==> src/rtl/apb_master_bridge.sv <==
// apb_master_bridge: single-outstanding APB4 initiator driven by a valid/ready request/response channel.
// Handles wait states, slave errors, misaligned requests and hung-slave timeout.
module apb_master_bridge #(
  parameter int TIMEOUT = 16
) (
  input  logic        pclk_i,
  input  logic        presetn_i,
  input  logic        req_valid_i,
  output logic        req_ready_o,
  input  logic [31:0] req_addr_i,
  input  logic        req_write_i,
  input  logic [31:0] req_wdata_i,
  input  logic [3:0]  req_strb_i,
  output logic        rsp_valid_o,
  input  logic        rsp_ready_i,
  output logic [31:0] rsp_rdata_o,
  output logic        rsp_err_o,
  output logic        rsp_timeout_o,
  output logic [31:0] paddr_o,
  output logic        psel_o,
  output logic        penable_o,
  output logic        pwrite_o,
  output logic [31:0] pwdata_o,
  output logic [3:0]  pstrb_o,
  input  logic        pready_i,
  input  logic [31:0] prdata_i,
  input  logic        pslverr_i
);
  typedef enum logic [1:0] {IDLE, SETUP, ACCESS, RESP} state_t;
  localparam int CW = $clog2(TIMEOUT + 2);
  localparam logic [CW-1:0] TLAST = CW'(TIMEOUT > 0 ? TIMEOUT - 1 : 0);
  state_t        r_state;
  logic [CW-1:0] r_cnt;
  logic          w_misaligned;
  logic          w_expire;
  assign req_ready_o  = (r_state == IDLE);
  assign w_misaligned = |req_addr_i[1:0];
  // expiry fires on the TIMEOUT-th consecutive ACCESS cycle without pready
  assign w_expire     = (TIMEOUT != 0) && (r_cnt == TLAST);
  always_ff @(posedge pclk_i or negedge presetn_i) begin
    if (!presetn_i) begin
      r_state       <= IDLE;
      r_cnt         <= '0;
      rsp_valid_o   <= 1'b0;
      rsp_rdata_o   <= '0;
      rsp_err_o     <= 1'b0;
      rsp_timeout_o <= 1'b0;
      paddr_o       <= '0;
      psel_o        <= 1'b0;
      penable_o     <= 1'b0;
      pwrite_o      <= 1'b0;
      pwdata_o      <= '0;
      pstrb_o       <= '0;
    end else begin
      case (r_state)
        IDLE: if (req_valid_i) begin
          paddr_o  <= req_addr_i;
          pwrite_o <= req_write_i;
          pwdata_o <= req_wdata_i;
          pstrb_o  <= req_write_i ? req_strb_i : 4'h0;
          if (w_misaligned) begin
            rsp_valid_o   <= 1'b1;
            rsp_err_o     <= 1'b1;
            rsp_timeout_o <= 1'b0;
            rsp_rdata_o   <= '0;
            r_state       <= RESP;
          end else begin
            psel_o  <= 1'b1;
            r_cnt   <= '0;
            r_state <= SETUP;
          end
        end
        SETUP: begin
          penable_o <= 1'b1;
          r_state   <= ACCESS;
        end
        ACCESS: if (pready_i || w_expire) begin
          psel_o        <= 1'b0;
          penable_o     <= 1'b0;
          rsp_valid_o   <= 1'b1;
          rsp_err_o     <= pready_i ? pslverr_i : 1'b1;
          rsp_timeout_o <= !pready_i;
          rsp_rdata_o   <= (pready_i && !pwrite_o && !pslverr_i) ? prdata_i : 32'h0;
          r_state       <= RESP;
        end else begin
          r_cnt <= r_cnt + 1'b1;
        end
        RESP: if (rsp_ready_i) begin
          rsp_valid_o <= 1'b0;
          r_state     <= IDLE;
        end
        default: r_state <= IDLE;
      endcase
    end
  end
endmodule
==> config.mk <==
export PLATFORM = sky130hd
export DESIGN_NAME = apb_master_bridge
export DESIGN_NICKNAME = d
export VERILOG_FILES = /design/src/rtl/apb_master_bridge.sv
export SDC_FILE = /design/constraint.sdc
export NUM_CORES = 1
export LEC_CHECK = 0
export BUFFER_PORTS_ARGS = -buffer_cell sky130_fd_sc_hd__buf_2
export CAP_MARGIN = 20
export CORE_UTILIZATION = 40
export DETAILED_ROUTE_END_ITERATION = 8
export PLACE_DENSITY = 0.74
export SETUP_SLACK_MARGIN = 0.4
export SYNTH_ARGS = -nofsm -noshare
export SYNTH_HDL_FRONTEND = slang
export SYNTH_SLANG_ARGS = --single-unit
==> constraint.sdc <==
create_clock -name pclk_i -period 3.93 [get_ports pclk_i]
set_input_delay 0.9825 -clock pclk_i [delete_from_list [all_inputs] [get_ports pclk_i]]
set_output_delay 0.9825 -clock pclk_i [all_outputs]
set_load 0.005 [all_outputs]
[Word-level counts from Yosys, hierarchy flattened]
Cells that the tools add are included.
Operators by class
  div/mod/pow operators: 0
  mux-type cells: 32
  multiply operators: 0
  eq/ne operators: 10
  add/subtract/negate cells: 1
  $lt $le $gt $ge: 0
  reductions and logical operators: 18
  shift operators: 0
  bitwise logic cells: 0
Operator list (count)
  2-to-1 mux 32 bit: 4
  case mux 32 bit (2 select lines): 1
  2-to-1 mux 5 bit: 3
  2-to-1 mux 1 bit: 12
  AND reduction 4 bit: 3
  inequality test 2 bit, second input constant: 5
  case mux 5 bit (2 select lines): 1
  2-to-1 mux 2 bit: 4
  case mux 1 bit (2 select lines): 4
  case mux 2 bit (4 select lines): 1
  adder 5 x 1 -> 5 bit, second input constant: 1
  equality test 5 x 4 -> 1 bit, second input constant: 1
  AND reduction 5 bit: 1
  equality test 2 bit, second input constant: 2
  2-to-1 mux 4 bit: 1
  AND reduction 2 bit: 2
  nonzero test 2 bit: 2
  logical NOT 1 bit: 3
  case mux 1 bit (3 select lines): 1
  AND reduction 3 bit: 1
  nonzero test 3 bit: 1
  equality test 2 x 1 -> 1 bit, second input constant: 1
  logical AND 1 bit: 2
  logical NOT 2 bit: 1
  other kinds (3): 3
Storage, ports and cells
  bits in writable memories: 0
  logic and storage cells: 73
  memories kept: 0
  bits in latches: 0
  flip-flop bits (word level): 113
  input bits: 107
  output and inout port bits: 107
  bits in read-only memories: 0

[Depth between registers and ports, before layout]
  word-level depth: 6
  gate-level depth with buffers: 7
  depth with buffers taken out: 6

[Worst setup path before layout]
OpenSTA, ideal clock, no wires.
  path kind: reg-to-reg
  from: register r_cnt[0]
  to: register r_state[1]
  buffers on the path: 0
  slack: 2.026 ns
  cell stages (with the launch flop): 7
  data arrival time: 1.776 ns
  cells stage by stage: dfrtp_1 > ha_1 > and3_1 > ha_1 > nor3b_2 > nor3_1 > mux2_1
Between the ends
  cells in the longest elaborated chain, start to end: 4
RTL lines
  start, declared: line 33  | logic [CW-1:0] r_cnt;
  start signal, assigned: line 86  | r_cnt <= r_cnt + 1'b1;
  equality test 5 x 4 -> 1 bit: line 39  | assign w_expire = (TIMEOUT != 0) && (r_cnt == TLAST);
  logical OR 1 bit: line 77  | ACCESS: if (pready_i || w_expire) begin
  inequality test 2 bit (no line)
  AND reduction 3 bit (no line)
  end signal, assigned: line 42  | r_state <= IDLE;
  end signal, assigned: line 75  | r_state <= ACCESS;
  end signal, assigned: line 84  | r_state <= RESP;
  end, declared: line 32  | state_t r_state;
No other way between the ends.
A chain may end at the register's enable or synchronous reset.

[Worst setup path in the final report]
  from: register r_state[0]
  to: register rsp_rdata_o[24]
Between the ends
  cells in the longest elaborated chain, start to end: 3
RTL lines
  start signal, assigned: line 42
  start signal, assigned: line 66  | r_state <= RESP;
  start signal, assigned: line 70  | r_state <= SETUP;
  equality test 2 bit or logical NOT 2 bit (tied branches): line 55  | case (r_state)
  inequality test 2 bit (no line) (tied with other cells)
  AND reduction 4 bit (no line)
  end signal, assigned: line 83  | rsp_rdata_o <= (pready_i && !pwrite_o && !pslverr_i) ? prdata_i : 32'h0;
  end, declared: line 16  | output logic [31:0] rsp_rdata_o,
Parallel ways exist; a longest one is shown, timed or not.

==> flow_summary.toml <==
[synthesis]
yosys-top-cells-count = "113 x dfrtp_1, 65 x mux2_2, 43 x nand2_1"
synth_xor_area_share_pct = 0
synth-main-ff-cell = "dfrtp_1"
synth_top_area_cell = "dfrtp_1"
syn_nets = 490
synth_fa_ha_area_share_pct = 1.83
synthMuxAreaShare_pct = 22.4
yosysMostFrequentCell = "dfrtp_1"
yosysTopAreaCellShare_pct = 59.1
syn_inst = 376
synth_edf_count = 0
synth_top_family_by_area = "multiplexers"
seq_area_frac_synth_pct = 59.1
synth_async_sr_flop_share_pct = 100
synth_area_sq_mm = 0.00478
yosys.area_share.simple_pct = 8.00
synth.avg_cell_area_sq_um = 12.7
synth-seq-cells = 113
synth_compound_area_share_pct = 3.56
yosysUniqueCellTypes = 37
yosysWarningCount = 0
synth_area_leaders = "dfrtp_1 59%, mux2_2 15%, mux2i_1 6.9%, nand2_1 3.4%, inv_1 2.9%"

[critical_path]
critPathKind = "flop to flop"
cp-start-kind = "flop"
worstPathMaxFanout = 33
crit_cells = 6
reg2reg_slack_ns = 1.44
critPathTopFamily = "buffers and inverters"
worstReg2RegEnd = "rsp_rdata_o[24]"
cp_slowest_cell = "ha_1"
critPathCaptureType = "flop"
crit_buf_inv = 2
path_cells = "inv_1 > ha_1 > nand2b_1 > a21oi_4 > buf_4 > mux2i_1"
slowest_delay_ns = 0.51
worstPathArrival_ns = 2.80
crit_path_end = "rsp_rdata_o[24]"
startpoint = "r_state[0]"
reg2reg_depth = 6
critPathRequiredTime_ns = 4.25
reg2reg_from = "r_state[0]"

[sta]
setup-violations-final = 0
fmax_mhz = 402
rsz0062_at_grt = "false"
setup_tns_ns = 0
relSlewSlack_pct = 44.7
hold_viol_final = 0
holdWs_ns = 0.489
min_period_over_period_pct = 63.3
tightest_slew_ns = 0.829
finalCriticalPeriod_ns = 2.49
finClkSkew_ns = 0.00883
drv_slew = 0

[global_route]
grtUsageTotal_pct = 18.7
first_global_vias = 3687
grt_max_degree = 67
overflow = 0
antenna_found_initial = 0
grt_first_pass_wirelength_microns = 17900

[worst_hold_path]
min_path_type = "flop to flop"
hold_path_depth = 2

[clocking]
clk_latency_ns = 0.41
cts_buffers = 17
clock-sinks = 113
h-tree-depth = 4
cts_setup_buffers = 0
cts_resized = 0
holdBufCountCts = 0
clk_root_buffer_cell = "clkbuf_16"
ctsLongestPathBuffers = 2
path_clk_slew_ns = 0.05
cts_tree = "done"

[pwr]
p_leak_nw = 3.32
power.density_mw_per_mm2 = 780
ir_worst_vdd_mv = 0.479

[placement]
dp.cells = 719
gp_congestion = 0.759
placed_area_sq_mm = 0.00600
dp_hpwl_microns = 7950
port_buffers = 213

[floorplanning]
dieArea_sq_mm = 0.0124
floorplan.rows = 39
die_w_microns = 111
initial_core_util_pct = 41.5
num_io_pins = 214
die_h_microns = 111
core_area_sq_mm = 0.0115

[outcome]
violations = "design-rule violations"
status = "finished, violations left"

[flow_run]
cap_violations = 0

[finish]
antennaDiodeCount = 0
layout.nets = 709
postLayoutCellArea_sq_mm = 0.00661
area_growth_pct = 38.1
fill_cells = 939
final_core_util_pct = 57.4
layout.cells.non_filler = 750
drive_above_1_share_pct = 52.4

[detailed_routing]
drcViolationCount = 36
antenna_left = 0
drt_pass1_iterations = 6
via_per_inst = 4.82
drt_iter0_drc = 173
wl_per_cell_microns = 14.6
routed_wl_microns = 10900
vias = 3616
sequential cells by signal, summed over array words and instances, names as in the netlist:
| signal | cells |
|---|---|
| penable_o | 1 |
| pstrb_o | 4 |
| rsp_valid_o | 1 |
| pwrite_o | 1 |
| rsp_err_o | 1 |
| r_state | 2 |
| psel_o | 1 |
| paddr_o | 32 |
| rsp_rdata_o | 32 |
| r_cnt | 5 |
| rsp_timeout_o | 1 |
| pwdata_o | 32 |
metal layers:
metal  vias up  global-route usage, %  part of all wire (%)
met2       138                   31.3                    50
met5         -                      0                     0
li1       1704                      -                     -
met4         0                   7.75                   1.6
met1      1757                   21.3                    41
met3        17                   7.73                   7.5
worst register-to-register path: stages, from the launching register on:
cell	delay (ns)
dfrtp_1	0.40
inv_1	0.14
ha_1	0.51
nand2b_1	0.38
a21oi_4	0.20
buf_4	0.47
mux2i_1	0.30
cell usage in the layout (no fill, tap or decap), drive strengths merged, types with 3 or more instances in the layout:
cell type,netlist,layout
a21oi,3,3
buf,14,218
bufinv,0,3
clkbuf,4,22
clkinv,0,3
dfrtp,113,113
ha,7,7
inv,37,38
mux2,66,66
mux2i,33,33
nand2,43,43
nand2b,3,3
nand3,11,11
nor2,5,5
o211ai,6,6
o21ai,6,6
power by group:
| part | internal, mW | switching, mW |
|---|---|---|
| Sequential | 1.64 | 0.240 |
| Combinational | 0.927 | 0.791 |
| Clock | 1.06 | 0.499 |
| Total | 3.63 | 1.53 |
logic make-up after synthesis:
family                     after synthesis
buffers and inverters                   55
DFF                                    113
adders and majority gates                7
muxes                                   99
and+or+nand+nor                         79
AOI/OAI and AO/OA                       23
through the flow:
| step | total power, mW | setup WS, ns |
|---|---|---|
| floorplan | 2.91 | 2.03 |
| global placement | 3.55 | 1.46 |
| detailed placement | 3.63 | 1.40 |
| CTS | 5.22 | 1.41 |
| global route | 5.46 | 1.22 |
| finish | 5.16 | 1.44 |
cell type report:
cell class	count	area, sq um	area share [%]
flip-flops and latches	113	2830	42.8
multi-input cells	208	1730	26.2
repair buffers	218	1120	16.9
clock buffers	22	484	7.33
well taps	143	179	2.71
inverters	37	139	2.10
clock inverters	9	129	1.95
worst min-delay path by stage:
| stage | from | end | slack (ns) |
|---|---|---|---|
| 5_1_grt | pwdata_o[6] | pwdata_o[6] | 0.51 |
| 2_1_floorplan | pstrb_o[0] | pstrb_o[0] | 0.47 |
| 6_report | pstrb_o[1] | pstrb_o[1] | 0.49 |
| 3_3_place_gp | pstrb_o[1] | pstrb_o[1] | 0.47 |
| 4_1_cts | pstrb_o[1] | pstrb_o[1] | 0.49 |
| 3_5_place_dp | pstrb_o[1] | pstrb_o[1] | 0.48 |
(Power assumes the default switching activity.)
